**src/rtl/aes_decrypt.sv**
```systemverilog
// aes_decrypt: 16-bit nibble-AES decryptor, P = D_K(C) ^ IV, multi-cycle FSM.
// Ports: clk, nrst (async low), load, data_input (C), input_vector (IV),
//   key (K0), round_number (N) -> data_output (P), finish (pulse), busy.
// Optional `AES_DEC_CBC_CHAIN_EN adds input chain: IV = previous block's C.
module aes_decrypt (
  input  logic        clk,
  input  logic        nrst,
  input  logic        load,
  input  logic [15:0] data_input,
  input  logic [15:0] input_vector,
  input  logic [15:0] key,
  input  logic [3:0]  round_number,
  output logic [15:0] data_output,
  output logic        finish,
  output logic        busy
`ifdef AES_DEC_CBC_CHAIN_EN
  ,
  input  logic        chain
`endif
);

  typedef enum logic [2:0] {
    IDLE,
    KEYEXP,
    ADDK,
    ISR,
    INS,
    ARK,
    IMC,
    DONE
  } state_e;

  // Nibble tables, entry 0 in the top nibble.
  localparam logic [63:0] SBOX = 64'h94AB_D185_6203_CEF7;
  localparam logic [63:0] ISBOX = 64'hA59B_178F_6023_C4DE;
  // x^(i+2) mod x^4+x+1 for i = 1..15; entry 0 unused.
  localparam logic [63:0] RCON = 64'h0836_CB5A_7EFD_9124;

  function automatic logic [3:0] tbl(
    input logic [63:0] t,
    input logic [3:0]  x
  );
    return t[6'd60 - {x, 2'b00} +: 4];
  endfunction

  function automatic logic [3:0] xt(input logic [3:0] a);
    return {a[2:0], 1'b0} ^ {2'b00, a[3], a[3]};
  endfunction

  function automatic logic [3:0] mul9(input logic [3:0] a);
    return xt(xt(xt(a))) ^ a;
  endfunction

  // SubNib(RotNib(w)) on one key byte.
  function automatic logic [7:0] g(input logic [7:0] w);
    return {tbl(SBOX, w[3:0]), tbl(SBOX, w[7:4])};
  endfunction

  function automatic logic [15:0] key_fwd(
    input logic [15:0] k,
    input logic [3:0]  rc
  );
    logic [7:0] w0;
    w0 = k[15:8] ^ {rc, 4'h0} ^ g(k[7:0]);
    return {w0, w0 ^ k[7:0]};
  endfunction

  function automatic logic [15:0] key_bwd(
    input logic [15:0] k,
    input logic [3:0]  rc
  );
    logic [7:0] w1;
    w1 = k[15:8] ^ k[7:0];
    return {k[15:8] ^ {rc, 4'h0} ^ g(w1), w1};
  endfunction

  function automatic logic [15:0] inv_sub(input logic [15:0] s);
    return {tbl(ISBOX, s[15:12]), tbl(ISBOX, s[11:8]),
            tbl(ISBOX, s[7:4]), tbl(ISBOX, s[3:0])};
  endfunction

  function automatic logic [15:0] inv_mix(input logic [15:0] s);
    logic [3:0] a, b, c, d;
    {a, b, c, d} = s;
    return {mul9(a) ^ xt(b), xt(a) ^ mul9(b),
            mul9(c) ^ xt(d), xt(c) ^ mul9(d)};
  endfunction

  state_e      state_q, state_d;
  logic [15:0] blk_q, blk_d;
  logic [15:0] key_q, key_d;
  logic [15:0] iv_q, iv_d;
  logic [3:0]  n_q, n_d;
  logic [3:0]  cnt_q, cnt_d;
  logic [15:0] dout_q, dout_d;
  logic        finish_q, finish_d;
  logic        busy_q, busy_d;
  logic [15:0] key_prev;
`ifdef AES_DEC_CBC_CHAIN_EN
  logic [15:0] ct_q, ct_d;
  logic [15:0] prev_ct_q, prev_ct_d;
`endif

  always_ff @(posedge clk or negedge nrst) begin
    if (!nrst) begin
      state_q   <= IDLE;
      blk_q     <= '0;
      key_q     <= '0;
      iv_q      <= '0;
      n_q       <= '0;
      cnt_q     <= '0;
      dout_q    <= '0;
      finish_q  <= 1'b0;
      busy_q    <= 1'b0;
`ifdef AES_DEC_CBC_CHAIN_EN
      ct_q      <= '0;
      prev_ct_q <= '0;
`endif
    end else begin
      state_q   <= state_d;
      blk_q     <= blk_d;
      key_q     <= key_d;
      iv_q      <= iv_d;
      n_q       <= n_d;
      cnt_q     <= cnt_d;
      dout_q    <= dout_d;
      finish_q  <= finish_d;
      busy_q    <= busy_d;
`ifdef AES_DEC_CBC_CHAIN_EN
      ct_q      <= ct_d;
      prev_ct_q <= prev_ct_d;
`endif
    end
  end

  // cnt_q is the forward step index in KEYEXP and the round r afterwards.
  assign key_prev = key_bwd(key_q, tbl(RCON, cnt_q));

  always_comb begin
    state_d   = state_q;
    blk_d     = blk_q;
    key_d     = key_q;
    iv_d      = iv_q;
    n_d       = n_q;
    cnt_d     = cnt_q;
    dout_d    = dout_q;
    finish_d  = 1'b0;
    busy_d    = busy_q;
`ifdef AES_DEC_CBC_CHAIN_EN
    ct_d      = ct_q;
    prev_ct_d = prev_ct_q;
`endif
    unique case (state_q)
      IDLE: begin
        // The finish cycle is spent here; load is not taken until busy clears.
        if (finish_q) begin
          busy_d = 1'b0;
        end else if (load) begin
          blk_d  = data_input;
          key_d  = key;
          n_d    = round_number;
          cnt_d  = 4'd1;
          busy_d = 1'b1;
          iv_d   = input_vector;
`ifdef AES_DEC_CBC_CHAIN_EN
          ct_d   = data_input;
          if (chain) iv_d = prev_ct_q;
`endif
          state_d = (round_number == 4'd0) ? ADDK : KEYEXP;
        end
      end
      KEYEXP: begin
        key_d = key_fwd(key_q, tbl(RCON, cnt_q));
        if (cnt_q == n_q) state_d = ADDK;
        else cnt_d = cnt_q + 4'd1;
      end
      ADDK: begin
        blk_d   = blk_q ^ key_q;
        cnt_d   = n_q;
        state_d = (n_q == 4'd0) ? DONE : ISR;
      end
      ISR: begin
        blk_d   = {blk_q[15:12], blk_q[3:0], blk_q[7:4], blk_q[11:8]};
        state_d = INS;
      end
      INS: begin
        blk_d   = inv_sub(blk_q);
        state_d = ARK;
      end
      ARK: begin
        key_d   = key_prev;
        blk_d   = blk_q ^ key_prev;
        state_d = (cnt_q == 4'd1) ? DONE : IMC;
      end
      IMC: begin
        blk_d   = inv_mix(blk_q);
        cnt_d   = cnt_q - 4'd1;
        state_d = ISR;
      end
      DONE: begin
        dout_d    = blk_q ^ iv_q;
        finish_d  = 1'b1;
        state_d   = IDLE;
`ifdef AES_DEC_CBC_CHAIN_EN
        prev_ct_d = ct_q;
`endif
      end
      default: state_d = IDLE;
    endcase
  end

  assign data_output = dout_q;
  assign finish      = finish_q;
  assign busy        = busy_q;

endmodule

```
**config.mk**
```make
export PLATFORM = sky130hd
export DESIGN_NAME = aes_decrypt
export DESIGN_NICKNAME = d
export VERILOG_FILES = /design/src/rtl/aes_decrypt.sv
export SDC_FILE = /design/constraint.sdc
export NUM_CORES = 1
export LEC_CHECK = 0
export BUFFER_PORTS_ARGS = -buffer_cell sky130_fd_sc_hd__buf_2
export CAP_MARGIN = 10
export CORE_UTILIZATION = 40
export DETAILED_ROUTE_END_ITERATION = 7
export GPL_TIMING_DRIVEN = 0
export SETUP_SLACK_MARGIN = 0.1
export SLEW_MARGIN = 20
export SYNTH_ARGS = -nofsm -noshare
export SYNTH_HDL_FRONTEND = slang
export SYNTH_SLANG_ARGS = --single-unit
```
**constraint.sdc**
```tcl
create_clock -name clk -period 3.5 [get_ports clk]
set_clock_uncertainty 0.1 [all_clocks]
set_input_delay 0 -clock clk [delete_from_list [all_inputs] [get_ports clk]]
set_output_delay 0 -clock clk [all_outputs]
set_load 0.005 [all_outputs]
```
# After elaboration in Yosys (flattened, before gate mapping)
# Index checks and enable logic that the tools add are counted.
[word_totals]
register_bits = 77
in_bits = 55
out_inout_bits = 18
[classes]
addsub = 11
eq_ne = 13
shift = 9
n_mux = 20
bitwise = 30
reduce_logical = 15
[ops]
columns = ["cell", "n"]
rows = [
  ["$shiftx 64x7->4 const A", 9],
  ["$pmux 16 s6", 1],
  ["$mux 16", 4],
  ["$sub 6x6->6 const A", 9],
  ["$pmux 16 s3", 1],
  ["$xor 16x16->16", 3],
  ["$xor 4x2->4", 12],
  ["$xor 8x8->8", 5],
  ["$xor 4x4->4", 8],
  ["$pmux 3 s8", 1],
  ["$pmux 4 s4", 1],
  ["$eq 3x3->1 const B", 4],
  ["$mux 3", 4],
  ["$mux 4", 3],
  ["$reduce_and 3->1", 4],
  ["$logic_not 4->1", 2],
  ["$ne 2x2->1 const B", 4],
  ["$reduce_and 4->1", 2],
  ["$eq 3x2->1 const B", 2],
  ["$reduce_bool 6->1", 1],
  ["$reduce_bool 5->1", 1],
  ["$add 4x1->4 const B", 1],
  ["$eq 4x1->1 const B", 1],
  ["$eq 4x4->1", 1],
  ["other kinds (10)", 14],
]

# Logic depth before layout (Yosys ltp)
[logic_depth]
depth_word = 6
depth_mapped = 10
mapped_depth_nobuf = 9

# Worst setup path before layout
# No wires, ideal clock.
[synth_timing]
path_kind = "flip-flop to flip-flop"
startpoint = "reg key_q[1]"
endpoint = "reg blk_q[12]"
t_arrival_ps = 2423
required_time_ps = 3262
slack_ps = 839
stages_incl_launch_ff = 10
n_path_buf = 1
synth_period_minus_slack_ps = 2661
path_cell_list = "dfrtp_1 -> buf_2 -> xnor2_1 -> inv_1 -> ha_1 -> mux4_2 -> xnor2_1 -> a221oi_2 -> nor2_1 -> o211ai_1"
[synth_via]
elab_chain_cells = 6
[synth_lines]
columns = ["item", "line_no", "text"]
rows = [
  ["from (decl)", "91", "logic [15:0] key_q, key_d;"],
  ["from (signal assigned)", "122", "key_q <= key_d;"],
  ["$xor 8x8->8", "73", "w1 = k[15:8] ^ k[7:0];"],
  ["$sub 6x6->6", "43", "return t[6'd60 - {x, 2'b00} +: 4];"],
  ["$shiftx 64x7->4", "43", ""],
  ["$xor 8x8->8", "74", "return {k[15:8] ^ {rc, 4'h0} ^ g(w1), w1};"],
  ["$xor 16x16->16", "192", "blk_d = blk_q ^ key_prev;"],
  ["$pmux 16 s6", "153", "unique case (state_q)"],
  ["to (signal assigned)", "121", "blk_q <= blk_d;"],
  ["to (decl)", "90", "logic [15:0] blk_q, blk_d;"],
]
# No other way between the ends.
# A chain may end at the register's enable or synchronous reset.

# Final worst setup path
[layout_timing]
startpoint = "reg key_q[0]"
endpoint = "reg blk_q[12]"
# Same word-level chain as after synthesis.

==> impl_metrics.yaml <==
clock_tree:
  h-tree-depth: 3
  cts_tree: "yes"
  clock-sinks: 77
  cts_root_buffer: "clkbuf_16"
  cts_buffer_depth: 2
  clk_pin_slew_ps: 70
  clk_latency_ps: 350
  cts_setup_buffers: 0
  cts_buffers: 9
yosys:
  synth_top_area_cell: "dfrtp_1"
  synth_area_um2: 6822
  synth_cell_types: 63
  synth_edf_count: 0
  ys_async_sr_fraction: 1.000
  synth_common_cells: "dfrtp_1, nand2_1, o21ai_0"
  postSynthAreaPerCell_um2: 8.635
  synthTopCellsByArea: "dfrtp_1, ha_1, xnor2_1, o21ai_0, mux2_2"
  ys.flop_type: "dfrtp_1"
  ys_ff_latch: 77
  yosysWarningCount: 0
  yosysTopAreaCellShare: 0.2825
  synth_cells: 790
  synthMostInstantiatedCell: "dfrtp_1"
  syn-num-nets: 903
  yosysSeqAreaShare: 0.2825
placement:
  port_buffers: 72
  place_area_um2: 7487
  place.gp.congestion: 0.9750
  dp_hpwl_mm: 16.65
drt:
  detail-route-antenna-nets: 0
  wl_per_cell_um: 19.72
  routed_wl_mm: 22.52
  initialDrtViolationCount: 792
  drt-vias-per-instance: 5.766
  drtPass1Iterations: 7
  remaining_drc_errors: 0
  num_vias: 6585
critical_path:
  critPathKind: "reg -> reg"
  setup.worst_path.start_class: "flop"
  cp.arrival_ps: 3150
  crit_slowest_cell: "dfrtp_1"
  rr_startpoint: "key_q[0]$_DFFE_PN0P_"
  crit_start: "key_q[0]$_DFFE_PN0P_"
  path_cells: "xor2_1 -> inv_1 -> ha_1 -> mux4_2 -> xnor2_1 -> a221oi_2 -> nor2_1 -> o211ai_1"
  cp_slowest_stage_delay_ps: 590
  endpoint_kind: "flop"
  crit_required_ps: 3610
  worst-path-max-fanout: 9
timing:
  drv_slew: 0
  relSlewSlack: 0.2557
  fmax_mhz: 328.9
  finalHoldViolCount: 0
  period_share: 0.8686
  worstMarginPinSlew_ps: 1114
  fin_crit_ps: 3040
  timing.setup.tns_ps: 0
  finalSetupViolations: 0
  rsz0062_at_grt: "false"
finish:
  nets: 1030
  diodes: 0
  stdcell_area_um2: 8208
  utilization: 0.4932
  drive_gt1_frac: 0.1594
  area_delta_synth_final_pct: 20.32
floorplan:
  die_y_um: 132.6
  dieArea_um2: 17580
  rows: 47
  io_pins: 73
  design.core.area_um2: 16640
  die_x_um: 132.6
  initial_core_util: 0.4099
grt:
  antenna_found_initial: 0
  grt_use_total: 0.2648
  grtUsageMet1: 0.3656
  met3_usage: 0.05134
  grt_pass1_wl_mm: 35.52
  grt_use_met2: 0.4053
  grt_pass1_vias: 6278
  grt_overflow: 0
  grt_max_degree: 46
  top_usage_layer: "met2"
outcome:
  status: "finished, final reports clean"
job:
  drv_cap: 0
worst_hold_path:
  min_path_type: "in -> reg"
  hp-start: "data_input[6]"
## path summary, 6_finish.rpt
path | end | slack, ps | cells after the start
min in group asynchronous | iv_q[13]$_DFFE_PN0P_ | 60 | 2
worst max register to register | blk_q[12]$_DFFE_PN0P_ | 460 | 8
worst min register to register | data_output[15]$_DFFE_PN0P_ | 370 | 2
max in group asynchronous | state_q[0]$_DFFE_PN0P_ | 2620 | 3
worst min-delay path | blk_q[6]$_DFFE_PN0P_ | 1 | 5
worst max-delay path | blk_q[12]$_DFFE_PN0P_ | 460 | 8
## critical path: cells and delay by family (launching register included)
kind / cells / cell delay, ps
compound gates: 2 / 230
xor+xnor: 2 / 870
fa+ha+maj: 1 / 250
buf+inv: 1 / 230
flops: 1 / 590
mux: 1 / 470
simple gates: 1 / 160
## kinds of logic (layout without fill, tap and decap cells)
logic type                 count (synthesis)  in the layout  synth area share
buffers and inverters                    106            238           0.06035
AOI/OAI and AO/OA                        227            227            0.2133
DFF                                       77             77            0.2825
muxes                                     52             52           0.09464
xor gates and xnor gates                  83             83            0.1145
adders and majority gates                 58             58            0.1064
and+or+nand+nor                          187            187            0.1284
## layout make-up
class | count | area (µm²)
Clock buffer | 9 | 225.2
Tap cell | 220 | 275.3
Fill cell | 1598 | 8434
Multi-Input combinational cell | 607 | 4491
Sequential cell | 77 | 1927
Clock inverter | 7 | 57.56
Timing Repair Buffer | 116 | 820.8
Inverter | 41 | 153.9
Buffer | 65 | 257.7
## registers in the layout, indices dropped and copies added, names as in the netlist
register     flops
n_q              4
busy             1
blk_q           16
cnt_q            4
finish           1
key_q           16
data_output     16
state_q          3
iv_q            16
## layer usage
metal,vias to the layer above,share of wire,wire length (µm)
met5,-,0,0
met1,3148,0.44,9966
li1,3040,-,-
met3,67,0.079,1774
met4,0,0.038,859
met2,330,0.44,9920
## stage by stage
stage | hold WS, ps | instances | setup WS (ps)
5_1_grt | 40.15 | 1142 | 270.7
2_1_floorplan | -395.6 | 790 | 839.0
4_1_cts | 1.154 | 1142 | 313.6
3_5_place_dp | -93.29 | 1083 | 341.0
6_report | 1.299 | 1142 | 459.8
3_3_place_gp | 133.7 | 1082 | 318.2
## timing repair
| item | in CTS | in global routing |
|---|---|---|
| resized for setup | 0 | 1 |
| hold buffers | 43 | 0 |
| hold endpoints to repair | 119 | 0 |
| endpoints found under the setup margin | 0 | 1 |
## layout by cell type, fill, tap and decap left out, types with 15 or more instances in the layout
cell | Yosys | routed
inv_1 | 41 | 41
o211ai_1 | 15 | 15
clkbuf_1 | 44 | 44
mux2_2 | 30 | 30
buf_2 | 10 | 81
a21oi_1 | 41 | 41
nand2_1 | 75 | 75
mux2i_1 | 15 | 15
xor2_1 | 21 | 21
nor2_1 | 42 | 42
xnor2_1 | 58 | 57
dfrtp_1 | 77 | 77
ha_1 | 58 | 58
dlygate4sd3_1 | 0 | 43
o21ai_0 | 74 | 74
a22oi_1 | 17 | 17
Power is not shown: default switching activity piles up to over one toggle a cycle in this logic, so the estimate is an artifact.
